File: src/rtl/op_scheduler_if.sv
// op_scheduler_if: request, opcode handshake and status bundle.
// master = scheduler side, slave = requesters/datapath side.
interface op_scheduler_if;
    logic       dpp_ready_in;
    logic       nd_ready_in;
    logic       na_in;
    logic       op_ready_in;
    logic       op_done_in;
    logic [1:0] opcode_out;
    logic       op_valid_out;
    logic       busy_out;
    logic       timeout_out;
    logic       tx_forced_out;

    modport master (
        input  dpp_ready_in, nd_ready_in, na_in,
        input  op_ready_in, op_done_in,
        output opcode_out, op_valid_out, busy_out,
        output timeout_out, tx_forced_out
    );

    modport slave (
        output dpp_ready_in, nd_ready_in, na_in,
        output op_ready_in, op_done_in,
        input  opcode_out, op_valid_out, busy_out,
        input  timeout_out, tx_forced_out
    );
endinterface

File: src/rtl/op_scheduler.sv
// op_scheduler: registered RX/TX opcode arbiter with issue handshake,
// completion tracking, timeout abort and optional TX starvation guard.
// Ports: clk, reset (async, active-high), bus (op_scheduler_if.master):
//   requests dpp_ready_in/nd_ready_in/na_in, handshake op_ready_in,
//   op_done_in, outputs opcode_out, op_valid_out, busy_out,
//   timeout_out, tx_forced_out.
// Build option: OPSCHED_STARVE_GUARD_EN enables the streak counter and
//   forced-TXE override; otherwise strict LOG > RXA > TXE priority.
module op_scheduler #(
    parameter int STARVE_LIMIT = 4,
    parameter int TIMEOUT      = 255
) (
    input  logic clk,
    input  logic reset,
    op_scheduler_if.master bus
);

    typedef enum logic [1:0] {
        IDLE  = 2'd0,
        ISSUE = 2'd1,
        BUSY  = 2'd2
    } state_t;

    localparam logic [1:0] OP_NOP = 2'b00;
    localparam logic [1:0] OP_TXE = 2'b01;
    localparam logic [1:0] OP_RXA = 2'b10;
    localparam logic [1:0] OP_LOG = 2'b11;

    // TIMEOUT=0 still needs a 1-bit counter to keep widths legal.
    localparam int TW = (TIMEOUT > 0) ? $clog2(TIMEOUT + 1) : 1;
    localparam logic [TW-1:0] TMAX = TW'(TIMEOUT);

    if (STARVE_LIMIT < 1) begin : g_bad_starve
        $error("STARVE_LIMIT must be >= 1");
    end

    state_t        state;
    logic [TW-1:0] tcnt;
    logic [TW-1:0] tcnt_nxt;
    logic          grant;
    logic [1:0]    grant_op;
    logic          forced;
    logic          log_req;
    logic          rxa_req;
    logic          txe_req;

    // Mutually exclusive request terms encode the fixed priority.
    assign log_req = bus.nd_ready_in & bus.na_in;
    assign rxa_req = bus.nd_ready_in & ~bus.na_in;
    assign txe_req = bus.dpp_ready_in & ~bus.nd_ready_in;

`ifdef OPSCHED_STARVE_GUARD_EN
    localparam int SW = $clog2(STARVE_LIMIT + 1);
    localparam logic [SW-1:0] SMAX = SW'(STARVE_LIMIT);

    logic [SW-1:0] streak;

    assign forced = bus.dpp_ready_in & (streak == SMAX);
`else
    assign forced = 1'b0;
`endif

    always_comb begin
        grant    = 1'b0;
        grant_op = OP_NOP;
        if (forced) begin
            grant    = 1'b1;
            grant_op = OP_TXE;
        end else begin
            unique case (1'b1)
                log_req: begin
                    grant    = 1'b1;
                    grant_op = OP_LOG;
                end
                rxa_req: begin
                    grant    = 1'b1;
                    grant_op = OP_RXA;
                end
                txe_req: begin
                    grant    = 1'b1;
                    grant_op = OP_TXE;
                end
                default: ;
            endcase
        end
    end

    assign tcnt_nxt = (tcnt == '1) ? tcnt : tcnt + 1'b1;

    always_ff @(posedge clk or posedge reset) begin
        if (reset) begin
            state             <= IDLE;
            tcnt              <= '0;
            bus.opcode_out    <= OP_NOP;
            bus.op_valid_out  <= 1'b0;
            bus.busy_out      <= 1'b0;
            bus.timeout_out   <= 1'b0;
            bus.tx_forced_out <= 1'b0;
`ifdef OPSCHED_STARVE_GUARD_EN
            streak            <= '0;
`endif
        end else begin
            bus.timeout_out   <= 1'b0;
            bus.tx_forced_out <= 1'b0;
            case (state)
                IDLE: begin
                    if (grant) begin
                        bus.opcode_out    <= grant_op;
                        bus.op_valid_out  <= 1'b1;
                        bus.busy_out      <= 1'b1;
                        bus.tx_forced_out <= forced;
                        state             <= ISSUE;
`ifdef OPSCHED_STARVE_GUARD_EN
                        if (grant_op == OP_TXE) begin
                            streak <= '0;
                        end else if (bus.dpp_ready_in) begin
                            streak <= (streak == SMAX) ? streak
                                                       : streak + 1'b1;
                        end else begin
                            streak <= '0;
                        end
`endif
                    end else begin
                        bus.opcode_out <= OP_NOP;
                    end
                end
                ISSUE: begin
                    if (bus.op_ready_in) begin
                        bus.op_valid_out <= 1'b0;
                        tcnt             <= '0;
                        state            <= BUSY;
                    end
                end
                BUSY: begin
                    // Done is checked first so it wins over a
                    // same-cycle timeout.
                    if (bus.op_done_in) begin
                        bus.opcode_out <= OP_NOP;
                        bus.busy_out   <= 1'b0;
                        state          <= IDLE;
                    end else begin
                        tcnt <= tcnt_nxt;
                        if ((TIMEOUT != 0) && (tcnt_nxt == TMAX)) begin
                            bus.timeout_out <= 1'b1;
                            bus.opcode_out  <= OP_NOP;
                            bus.busy_out    <= 1'b0;
                            state           <= IDLE;
                        end
                    end
                end
                default: begin
                    state <= IDLE;
                end
            endcase
        end
    end

endmodule

File: src/flat_wrapper.sv
// flat-port wrapper written by rule: the top's interface ports become plain ports
module op_scheduler_flat 
#(
    parameter int STARVE_LIMIT = 4,
    parameter int TIMEOUT      = 255
)
  (clk, reset, bus_dpp_ready_in, bus_nd_ready_in, bus_na_in, bus_op_ready_in, bus_op_done_in, bus_opcode_out, bus_op_valid_out, bus_busy_out, bus_timeout_out, bus_tx_forced_out);
  op_scheduler_if bus_i ();
  input  logic clk;
  input  logic reset;
  input wire logic [$bits(bus_i.dpp_ready_in)-1:0] bus_dpp_ready_in;
  input wire logic [$bits(bus_i.nd_ready_in)-1:0] bus_nd_ready_in;
  input wire logic [$bits(bus_i.na_in)-1:0] bus_na_in;
  input wire logic [$bits(bus_i.op_ready_in)-1:0] bus_op_ready_in;
  input wire logic [$bits(bus_i.op_done_in)-1:0] bus_op_done_in;
  output wire logic [$bits(bus_i.opcode_out)-1:0] bus_opcode_out;
  output wire logic [$bits(bus_i.op_valid_out)-1:0] bus_op_valid_out;
  output wire logic [$bits(bus_i.busy_out)-1:0] bus_busy_out;
  output wire logic [$bits(bus_i.timeout_out)-1:0] bus_timeout_out;
  output wire logic [$bits(bus_i.tx_forced_out)-1:0] bus_tx_forced_out;
  assign bus_i.dpp_ready_in = bus_dpp_ready_in;
  assign bus_i.nd_ready_in = bus_nd_ready_in;
  assign bus_i.na_in = bus_na_in;
  assign bus_i.op_ready_in = bus_op_ready_in;
  assign bus_i.op_done_in = bus_op_done_in;
  assign bus_opcode_out = bus_i.opcode_out;
  assign bus_op_valid_out = bus_i.op_valid_out;
  assign bus_busy_out = bus_i.busy_out;
  assign bus_timeout_out = bus_i.timeout_out;
  assign bus_tx_forced_out = bus_i.tx_forced_out;
  op_scheduler #(.STARVE_LIMIT(STARVE_LIMIT), .TIMEOUT(TIMEOUT)) u_core (.clk(clk), .reset(reset), .bus(bus_i));
endmodule
File: config.mk
export PLATFORM = sky130hd
export DESIGN_NAME = op_scheduler_flat
export DESIGN_NICKNAME = d
export VERILOG_FILES = /design/src/rtl/op_scheduler_if.sv /design/src/rtl/op_scheduler.sv /design/src/flat_wrapper.sv
export SDC_FILE = /design/constraint.sdc
export NUM_CORES = 1
export LEC_CHECK = 0
export CAP_MARGIN = 10
export CORE_AREA = 4 4 48 50
export DETAILED_ROUTE_END_ITERATION = 10
export DIE_AREA = 0 0 52 54
export PLACE_DENSITY = 0.72
export SYNTH_ARGS = -nofsm -noshare
export SYNTH_HDL_FRONTEND = slang
export SYNTH_SLANG_ARGS = --single-unit
File: constraint.sdc
create_clock -name clk -period 2.05 [get_ports clk]
set_input_delay 0.41 -clock clk [delete_from_list [all_inputs] [get_ports clk]]
set_output_delay 0.41 -clock clk [all_outputs]
set_load 0.02 [all_outputs]
Word-level counts from Yosys, hierarchy flattened. Cells that the tools add are included.

Flip-flop bits (word level): 15. Output and inout port bits: 6. Logic and storage cells: 52.

$add $sub $neg: 1. Equality and inequality tests: 8. Muxes and demuxes: 22. Bitwise gates (word level): 5. Reductions and logical operators: 10.

Operators by type and width (number): 8-bit two-way mux (3); 8-bit == test (second input constant) (2); 8-bit one-hot mux with 2 select lines (1); 2-bit one-hot mux with 3 select lines (2); 3-bit AND reduction (4); 2-bit two-way mux (5); 8-bit by 1-bit adder with 8-bit output (second input constant) (1); 1-bit two-way mux (8); 2-bit nonzero test (3); 2-bit != test (second input constant) (2); 1-bit one-hot mux with 2 select lines (2); 2-bit one-hot mux with 2 select lines (1); 1-bit AND (3); 3-bit by 2-bit != test with 1-bit output (second input constant) (1); 3-bit OR reduction (1); 2-bit by 1-bit == test with 1-bit output (second input constant) (1); 2-bit == test (second input constant) (1); 2-bit zero test (1); 2-bit by 1-bit != test with 1-bit output (second input constant) (1); 1-bit inverter (2); 2-bit AND reduction (1).

Depth between registers and ports, before layout. Gate-level depths: netlist of run 1.

Word-level depth: 6. Gate-level depth with buffers: 6. Mapped depth without buffers: 5.

Least setup slack after synthesis of run 1. Ideal clock, no wire load.

Path kind: reg2reg. From: register u_core.tcnt[0]. To: register u_core.bus.timeout_out. Setup time: 0.120 ns. Data arrival time: 1.465 ns. Required time: 1.930 ns. Slack: 0.466 ns. Stages on the path, launching flop included: 7. Period minus slack after synthesis: 1.584 ns. Cells stage by stage: dfrtp_1 > ha_1 > buf_2 > and4b_1 > mux2i_1 > nand2_1 > and3_1.

Cells in the longest elaborated chain, start to end: 6.

RTL lines: start: declaration (line op_scheduler.sv:38) `logic [TW-1:0] tcnt;`; start signal: assignment (line op_scheduler.sv:142) `tcnt <= tcnt_nxt;`; 8-bit by 1-bit adder with 8-bit output / 8-bit == test (equally long branches) (line op_scheduler.sv:88) `assign tcnt_nxt = (tcnt == '1) ? tcnt : tcnt + 1'b1;`; 8-bit two-way mux * (line op_scheduler.sv:88); 8-bit == test * (line op_scheduler.sv:143) `if ((TIMEOUT != 0) && (tcnt_nxt == TMAX)) begin`; 1-bit two-way mux * (line op_scheduler.sv:143); 1-bit two-way mux * (line op_scheduler.sv:137) `if (bus.op_done_in) begin`; 1-bit two-way mux * (line op_scheduler.sv:105) `case (state)`; end signal: assignment (line op_scheduler.sv:97) `bus.timeout_out <= 1'b0;`; end signal: assignment (line op_scheduler.sv:103) `bus.timeout_out <= 1'b0;`; end signal: assignment (line op_scheduler.sv:144) `bus.timeout_out <= 1'b1;`; end: declaration (line op_scheduler_if.sv:19) `output timeout_out, tx_forced_out`.

Mark *: on every way between the ends. The rest lies on a longest branch, timed or not. A chain may end at the register's enable or synchronous reset.

Final worst setup path of run 1. Ends and elaborated chain as after synthesis.

==> flow_summary_export.csv, run 1 <==
group,metric,value,unit
detailed_routing,drt_iter0_markers,21,
power_and_ir_drop,p_per_area,969,nW/um^2
logic_synthesis,ys_ff_latch,15,
detailed_routing,vias_per_cell,5.61,
grt,grtUsageMet2,0.257,
clock_tree,clk_latency,0.28,ns
detailed_routing,wire_per_inst,13.6,um
logic_synthesis,synth_cells,109,
run_status,status,"complete, no violations",
final_layout,fin_area,1150,um^2
setup_path,critPathArrivalTime,1.94,ns
setup_path,cpPeakStageDelay,0.50,ns
die,fp-row-count,16,
logic_synthesis,ys_seq_area_frac,0.386,
setup_path,crit_family,"simple AND/OR/NAND/NOR gates",
setup_path,r2r-start,"u_core.tcnt[0]",
clock_tree,cts_setup_buffers,0,
sta,rsz0062_at_grt,"no",
min_path,hp-class,"in2async",
place,dp_hpwl,1500,um
power_and_ir_drop,worst_ir_drop_vdd,0.714,mV
final_layout,area_delta_synth_final,17.7,%
clock_tree,cts_tree,"done",
logic_synthesis,synth_common_cells,"15 x dfrtp_1, 13 x nand2_1, 9 x nor2_1",
setup_path,rr_worst_depth,5,
logic_synthesis,ys.flop_type,"dfrtp_1",
clock_tree,postCtsHoldBufs,0,
final_layout,num_antenna_cells,0,
setup_path,end_kind,"flip-flop",
clock_tree,clockBufferDepth,2,
logic_synthesis,synth_cell_types,37,
setup_path,critPathMostFrequentCell,"nand2_1",
grt,grt_use_met3,0.0360,
die,dieArea,2810,um^2
sta,finalMaxSlewViolations,0,
die,die_h,54,um
logic_synthesis,yosysTopAreaCell,"dfrtp_1",
place,gp_congestion,0.844,
logic_synthesis,synthesis.nets,117,
sta,final_hold_viol_count,0,
clock_tree,root_buffer,"clkbuf_4",
grt,first_global_vias,777,
die,coreArea,1900,um^2
sta,fin_crit,1.77,ns
sta,finalSetupViolations,0,
setup_path,rrSetupSlack,0.28,ns
clock_tree,cts_buffers,3,
logic_synthesis,syn_area,973,um^2
logic_synthesis,syn_avg_cell_area,8.93,um^2
place,io_buffers,11,
grt,met1_usage,0.242,
grt,grt_use_total,0.167,
die,start_util,0.512,
logic_synthesis,synth_edf_count,0,
sta,fmax,564,MHz
final_layout,drive_gt1_frac,0.114,
setup_path,start_kind,"flip-flop",
clock_tree,cts_resized,0,
logic_synthesis,ys_warn_count,0,
logic_synthesis,synth_most_common_cell,"dfrtp_1",
detailed_routing,wl,2040,um
setup_path,required,2.22,ns
sta,finalSetupTns,0,ns
final_layout,fin_nets,132,
setup_path,worstPathCellList,"ha_1, nand2_1, o211ai_1, nand2_1, and3_1",
clock_tree,h-tree-depth,1,
detailed_routing,dr.pass1.iters,4,
grt,grt_max_degree,16,
logic_synthesis,synth_area_leaders,"dfrtp_1 39%, mux2i_1 6.2%, nand2_1 5.0%",
place,placed_cell_area,1120,um^2
logic_synthesis,synth_top_area_frac,0.386,
grt,busiest_layer,"met2",
detailed_routing,drcViolationCount,0,
die,die_w,52,um
detailed_routing,ant_nets,0,
grt,antenna_found_initial,0,
sta,slew_headroom,0.621,
setup_path,worstSetupPathType,"reg2reg",
grt,gr-total-overflow,0,
setup_path,cpMaxStageDelayCell,"dfrtp_1",
sta,finalCritPeriodShare,0.866,
sta,worstMarginPinSlew,0.568,ns
setup_path,crit_start,"u_core.tcnt[0]",
clock_tree,clock_sinks,15,
setup_path,crit_path_max_fanout,8,
logic_synthesis,synthArstFlopShare,1.00,
grt,grt_pass1_wl,3540,um
run,drv_cap,0,
die,pin_count,13,
power_and_ir_drop,p_leak,0.493,nW
clock_tree,clk_pin_slew_worst_paths,0.10,ns
detailed_routing,vias,842,
setup_path,path_buf_inv,0,
sta,finClkSkew,0.0102,ns
setup_path,r2r_end,"u_core.bus.timeout_out",
layout make-up:
cell class	instances	area, um^2
clock buffers	4	26.3
fillers	164	756
inverters	5	18.8
multi-input cells	83	544
flip-flops and latches	15	375
well taps	27	33.8
repair buffers	16	148
worst register-to-register path, cell delays in order (launching register included):
cell      delay (ns)
dfrtp_1         0.50
ha_1            0.34
nand2_1         0.15
o211ai_1        0.32
nand2_1         0.15
and3_1          0.21
per-layer routing:
| metal | wire (um) | share of wire | up-vias |
|---|---|---|---|
| met3 | 67 | 0.033 | 0 |
| met5 | 0 | 0 | - |
| met1 | 1040 | 0.51 | 411 |
| met4 | 0 | 0 | 0 |
| met2 | 927 | 0.46 | 11 |
| li1 | - | - | 420 |
metrics by stage:
step	cells	setup slack, ns	hold WS [ns]	power, W	utilization
after floorplan	109	0.466	0.311	0.000773	-
after global placement	146	0.181	0.527	0.000932	0.589
after detailed placement	146	0.136	0.541	0.000945	0.589
after CTS	150	0.280	0.516	0.00112	0.603
after global routing	150	0.0743	0.538	0.00120	0.603
final	150	0.276	0.487	0.00111	0.603
cell usage in the layout, fill, tap and decap left out, types with 2 or more instances in the layout:
master | synthesis | routed
dfrtp_1 | 15 | 15
o21ai_0 | 5 | 5
a311oi_1 | 2 | 2
nor3_1 | 2 | 2
inv_1 | 5 | 5
o31ai_1 | 2 | 2
clkbuf_4 | 0 | 3
nand4_1 | 3 | 3
mux2i_1 | 6 | 6
buf_4 | 3 | 5
nand2_1 | 13 | 13
a21oi_1 | 4 | 4
o211ai_1 | 2 | 2
clkdlybuf4s50_1 | 0 | 11
and3_1 | 4 | 4
nor2b_1 | 2 | 2
nand3_1 | 4 | 4
nor2_1 | 9 | 9
and2_1 | 3 | 3
nand2b_1 | 2 | 2
a31oi_1 | 4 | 4
where the power goes:
group | switching (W) | total, W | internal [W] | leakage (nW)
Combinational | 0.000248 | 0.000487 | 0.000240 | 0.283
Sequential | 0.0000839 | 0.000453 | 0.000369 | 0.196
Clock | 0.0000948 | 0.000170 | 0.0000754 | 0.0150
sequential cells by signal (all words and copies together), names as in the netlist:
name	count
u_core.bus.busy_out	1
u_core.bus.op_valid_out	1
u_core.bus.opcode_out	2
u_core.bus.timeout_out	1
u_core.state	2
u_core.tcnt	8
how the worst max path moves through the flow:
stage / to / slack (ns) / cells after the start
floorplan: u_core.bus.timeout_out / 0.47 / 6
CTS: u_core.tcnt[2] / 0.28 / 4
detailed placement: u_core.tcnt[7] / 0.14 / 5
finish: u_core.bus.timeout_out / 0.28 / 5
global route: u_core.bus.timeout_out / 0.07 / 5
global placement: u_core.tcnt[7] / 0.18 / 5
cell families (layout without fill, tap and decap cells):
group                      Yosys count  after routing  share of synthesized area
DFF                                 15             15                      0.386
buffers and inverters               11             25                     0.0553
muxes                                6              6                     0.0617
other                                1              1                    0.00385
AOI/OAI and AO/OA                   25             25                      0.184
and+or+nand+nor                     50             50                      0.297
adders and majority gates            1              1                     0.0129
Power figures use the tool's default switching activity.
==> run 2: changes to the inputs <==
Settings changed: CORE_AREA 4 4 48 50 to 4 4 51 53, DIE_AREA 0 0 52 54 to 0 0 55 57, HOLD_SLACK_MARGIN set to 0.03, PLACE_DENSITY 0.72 to 0.64.
==> run 2 against run 1 <==
Clock-buffer cell count is the same. Wire length increased by 0.54%. Critical path depth is the same. Utilization decreased by 7.2 points. Cell count did not move. Hold slack about the same. First-iteration DRC count up 4.8%. Clock skew down 0.0074 ns. Global-route usage shrank 1.6 points. Design area is 0.55% lower. Combinational power shrank 2%. Critical endpoint unchanged. Largest cell class unchanged.
==> flow_summary_export.csv, run 2 (synthesis gave the netlist of run 1 again) <==
group,metric,value,unit
clock_tree,cts_tree,"done",
setup_path,critPathMostFrequentCell,"nand2_1",
clock_tree,cts_buffers,3,
setup_path,cpMaxStageDelayCell,"dfrtp_1",
final_layout,drive_gt1_frac,0.107,
clock_tree,root_buffer,"clkbuf_4",
run,drv_cap,0,
final_layout,reg_top3,"u_core.tcnt (8), u_core.bus.opcode_out (2), u_core.state (2)",
final_layout,num_antenna_cells,0,
detailed_routing,wl,2050,um
sta,finalSetupViolations,0,
grt,gr-total-overflow,0,
clock_tree,h-tree-depth,1,
die,fp-row-count,17,
clock_tree,postCtsHoldBufs,0,
clock_tree,cts_resized,0,
place,dp_hpwl,1490,um
detailed_routing,drcViolationCount,0,
sta,fmax,555,MHz
sta,rsz0062_at_grt,"no",
power_and_ir_drop,p_per_area,976,nW/um^2
die,coreArea,2150,um^2
grt,first_global_vias,788,
clock_tree,clk_latency,0.28,ns
final_layout,fillCellCount,224,
final_layout,final_cell_mix,"15 x dfrtp_1, 13 x nand2_1, 11 x clkdlybuf4s50_1",
detailed_routing,wire_per_inst,13.6,um
place,gp_congestion,0.798,
clock_tree,clock_sinks,15,
sta,finalCritPeriodShare,0.878,
die,die_h,57,um
detailed_routing,vias_per_cell,5.65,
sta,finalSetupTns,0,ns
final_layout,mostFrequentLayoutCell,"dfrtp_1",
setup_path,worstSetupPathType,"reg2reg",
detailed_routing,drt_iter0_markers,22,
detailed_routing,dr.pass1.iters,4,
min_path,hp-class,"in2async",
setup_path,crit_path_max_fanout,8,
final_layout,instances_no_fill,150,
place,place_inst,146,
die,die_w,55,um
grt,grt_use_total,0.151,
die,start_util,0.453,
final_layout,largest_reg_flops,8,
setup_path,critPathArrivalTime,1.98,ns
grt,antenna_found_initial,0,
clock_tree,clk_pin_slew_worst_paths,0.10,ns
place,io_buffers,11,
sta,hold_ws,0.487,ns
sta,slew_headroom,0.597,
sta,fin_crit,1.80,ns
setup_path,worstPathCellList,"ha_1, nand2_1, o211ai_1, nand2_1, and3_1",
setup_path,required,2.23,ns
die,pin_count,13,
clock_tree,cts_setup_buffers,0,
final_layout,seq_area,375,um^2
final_layout,multiInputGateArea,544,um^2
sta,finClkSkew,0.00280,ns
run_status,status,"complete, no violations",
die,dieArea,3140,um^2
final_layout,area_delta_synth_final,17.1,%
final_layout,top_register,"u_core.tcnt",
detailed_routing,ant_nets,0,
power_and_ir_drop,worst_ir_drop_vdd,0.469,mV
sta,final_hold_viol_count,0,
clock_tree,clockBufferDepth,2,
setup_path,start_kind,"flip-flop",
final_layout,fin_nets,131,
setup_path,end_kind,"flip-flop",
power_and_ir_drop,p_leak,0.488,nW
sta,finalMaxSlewViolations,0,
sta,worstMarginPinSlew,0.604,ns
grt,grt_max_degree,16,
detailed_routing,vias,848,
grt,grt_pass1_wl,3590,um
setup_path,cpPeakStageDelay,0.49,ns
-- run 2: layer usage --
metal,vias to the layer above,GRT usage,share of wire
met3,2,0.0313,0.041
met5,-,0,0
met4,0,0.0417,0.0059
met2,18,0.218,0.46
li1,421,-,-
met1,407,0.225,0.49
-- run 2: area by class of cell --
type / instances / area share
Clock buffer: 4 / 0.0231
Inverter: 5 / 0.0165
Multi-Input combinational cell: 83 / 0.477
Sequential cell: 15 / 0.329
Tap cell: 28 / 0.0307
Timing Repair Buffer: 15 / 0.123
-- run 2: worst paths after layout --
kind	startpoint	endpoint	slack [ns]	depth (start not counted)
worst max register to register	u_core.tcnt[0]	u_core.bus.timeout_out	0.25	5
worst max-delay path	u_core.tcnt[0]	u_core.bus.timeout_out	0.25	5
min in group clk	u_core.bus.op_valid_out	u_core.bus.op_valid_out	0.55	2
worst min register to register	u_core.bus.op_valid_out	u_core.bus.op_valid_out	0.55	2
max in group asynchronous	reset	u_core.state[1]	1.17	2
worst min-delay path	reset	u_core.tcnt[5]	0.49	2
-- run 2: critical path: cells and delay by family (launching register included) --
kind,cells,cell delay [ns]
AO/OA/AOI/OAI,1,0.33
adder cells (fa/ha/maj),1,0.36
AND/OR/NAND/NOR,3,0.53
flip-flops,1,0.49
-- run 2: per-stage QoR --
| step | setup slack, ns | instance area [um^2] | utilization | total power (W) |
|---|---|---|---|---|
| 2_1_floorplan | 0.466 | 973 | - | 0.000773 |
| 3_3_place_gp | 0.120 | 1110 | 0.518 | 0.000935 |
| 3_5_place_dp | 0.0689 | 1110 | 0.518 | 0.000943 |
| 4_1_cts | 0.275 | 1140 | 0.531 | 0.00112 |
| 5_1_grt | 0.0790 | 1140 | 0.531 | 0.00120 |
| 6_report | 0.249 | 1140 | 0.531 | 0.00111 |
-- run 2: power by group --
group	total [W]	switching [W]	internal [W]	leakage, nW
Sequential	0.000461	0.0000927	0.000369	0.196
Clock	0.000174	0.0000988	0.0000754	0.0150
Combinational	0.000477	0.000239	0.000238	0.278
==> run 3: changes to the inputs <==
Settings changed: CORE_AREA 4 4 51 53 to 5 5 52 54, CTS_CLUSTER_SIZE set to 28, DIE_AREA 0 0 55 57 to 0 0 57 59.
==> run 3 against run 2 <==
Hold slack improved by 0.0030 ns. Register-to-register slack got worse by 0.02 ns. Fmax decreased by 1.2%. Via count increased by 2.7%. Largest power group unchanged. Critical path type unchanged. Wire length increased by 5.7%.
==> flow_summary_export.csv, run 3 (synthesis gave the netlist of run 1 again) <==
group,metric,value,unit
run_status,status,"complete, no violations",
setup_path,critPathArrivalTime,2.00,ns
setup_path,end_kind,"flip-flop",
final_layout,largest_reg_flops,8,
power_and_ir_drop,seqPwrFrac,0.406,
detailed_routing,dr.pass1.iters,4,
sta,hold_ws,0.490,ns
sta,finalSetupTns,0,ns
grt,first_global_vias,863,
final_layout,seq_area,375,um^2
power_and_ir_drop,p_per_area,982,nW/um^2
clock_tree,root_buffer,"clkbuf_4",
final_layout,multiInputGateArea,544,um^2
die,coreArea,2170,um^2
place,gp_congestion,0.793,
sta,finalMaxSlewViolations,0,
setup_path,start_kind,"flip-flop",
final_layout,top_register,"u_core.tcnt",
setup_path,rr_worst_depth,5,
grt,grt_use_total,0.142,
place,dp_slack,0.0713,ns
detailed_routing,drt_iter0_markers,22,
final_layout,num_antenna_cells,0,
sta,fmax,549,MHz
detailed_routing,vias_per_cell,5.81,
setup_path,crit_path_max_fanout,11,
sta,fin_crit,1.82,ns
die,start_util,0.449,
power_and_ir_drop,netSwitchingFraction,0.385,
die,die_w,57,um
setup_path,rrSetupSlack,0.23,ns
clock_tree,clk_latency,0.28,ns
place,place_inst,146,
die,pin_count,13,
clock_tree,clockBufferDepth,2,
final_layout,instances_no_fill,150,
final_layout,fin_nets,131,
setup_path,r2r-start,"u_core.tcnt[1]",
sta,rsz0062_at_grt,"no",
final_layout,drive_gt1_frac,0.107,
sta,finalSetupViolations,0,
detailed_routing,wl,2160,um
grt,grt_pass1_wl,3770,um
clock_tree,clk_pin_slew_worst_paths,0.09,ns
final_layout,area_delta_synth_final,17.1,%
clock_tree,cts_tree,"done",
clock_tree,postCtsHoldBufs,0,
sta,worstMarginPinSlew,0.613,ns
power_and_ir_drop,pwr-share-clk,0.155,
clock_tree,h-tree-depth,1,
grt,gr-total-overflow,0,
power_and_ir_drop,internal-power,0.000688,W
power_and_ir_drop,worst_ir_drop_vdd,0.601,mV
grt,antenna_found_initial,0,
final_layout,reg_top3,"u_core.tcnt (8), u_core.bus.opcode_out (2), u_core.state (2)",
clock_tree,cts_setup_buffers,0,
final_layout,fillCellCount,208,
place,io_buffers,11,
run,drv_cap,0,
detailed_routing,wire_per_inst,14.4,um
final_layout,final_cell_mix,"15 x dfrtp_1, 13 x nand2_1, 11 x clkdlybuf4s50_1",
detailed_routing,vias,871,
clock_tree,cts_buffers,3,
die,dieArea,3360,um^2
detailed_routing,drcViolationCount,0,
power_and_ir_drop,switching_power,0.000431,W
power_and_ir_drop,p_leak,0.488,nW
place,dp_hpwl,1610,um
sta,final.setup.worst_slack,0.227,ns
sta,finalCritPeriodShare,0.889,
grt,grt_max_degree,16,
sta,finClkSkew,0.00324,ns
sta,slew_headroom,0.591,
clock_tree,cts_resized,0,
clock_tree,clock_sinks,15,
die,die_h,59,um
die,fp-row-count,17,
final_layout,mostFrequentLayoutCell,"dfrtp_1",
setup_path,r2r_end,"u_core.bus.timeout_out",
min_path,hp-class,"in2async",
setup_path,worstSetupPathType,"reg2reg",
detailed_routing,ant_nets,0,
power_and_ir_drop,p_comb_frac,0.440,
sta,final_hold_viol_count,0,
final_layout,fin_util,0.525,
setup_path,required,2.23,ns
-- run 3: cell counts in the layout (fill, tap and decap cells not counted) --
No cell type changed its count.
-- run 3: cell type report --
type,count,share of cell area
clock buffer,4,0.0231
multi-input combinational,83,0.477
timing repair buffer,15,0.123
tap,28,0.0307
sequential,15,0.329
inverter,5,0.0165
-- run 3: metal layers --
metal  share of wire  up-vias  routed length (um)  global-route usage
met5               0        -                   0                   0
met4          0.0065        0                  14              0.0662
met3           0.047        2                 102              0.0218
met2            0.50       29                1090               0.232
met1            0.44      421                 959               0.185
li1                -      419                   -                   -
-- run 3: per-stage QoR --
stage	instance area, um^2	total power [W]
global route	1140	0.00121
floorplan	973	0.000773
global placement	1110	0.000946
CTS	1140	0.00113
finish	1140	0.00112
detailed placement	1110	0.000951
-- run 3: power groups by stage --
stage	clock network (W)	registers [W]	logic (W)
final	0.000173	0.000454	0.000492
after global routing	0.000196	0.000471	0.000547
after CTS	0.000181	0.000454	0.000498
after detailed placement	0	0.000459	0.000492
after global placement	0	0.000457	0.000489
after floorplan	0	0.000480	0.000293
-- run 3: worst max path at each step --
stage	start	end	slack, ns	cells past startpoint
floorplan	u_core.tcnt[0]	u_core.bus.timeout_out	0.47	6
global placement	bus_op_done_in	u_core.tcnt[7]	0.12	5
detailed placement	bus_op_done_in	u_core.tcnt[7]	0.07	5
CTS	u_core.tcnt[1]	u_core.bus.timeout_out	0.24	5
global route	u_core.tcnt[1]	u_core.bus.timeout_out	0.06	5
finish	u_core.tcnt[1]	u_core.bus.timeout_out	0.23	5
-- run 3: worst max-delay path, cell delays in order (launching register included) --
cell,delay [ns]
dfrtp_1,0.42
ha_1,0.40
nand2_1,0.17
o211ai_1,0.37
nand2_1,0.15
and3_1,0.21
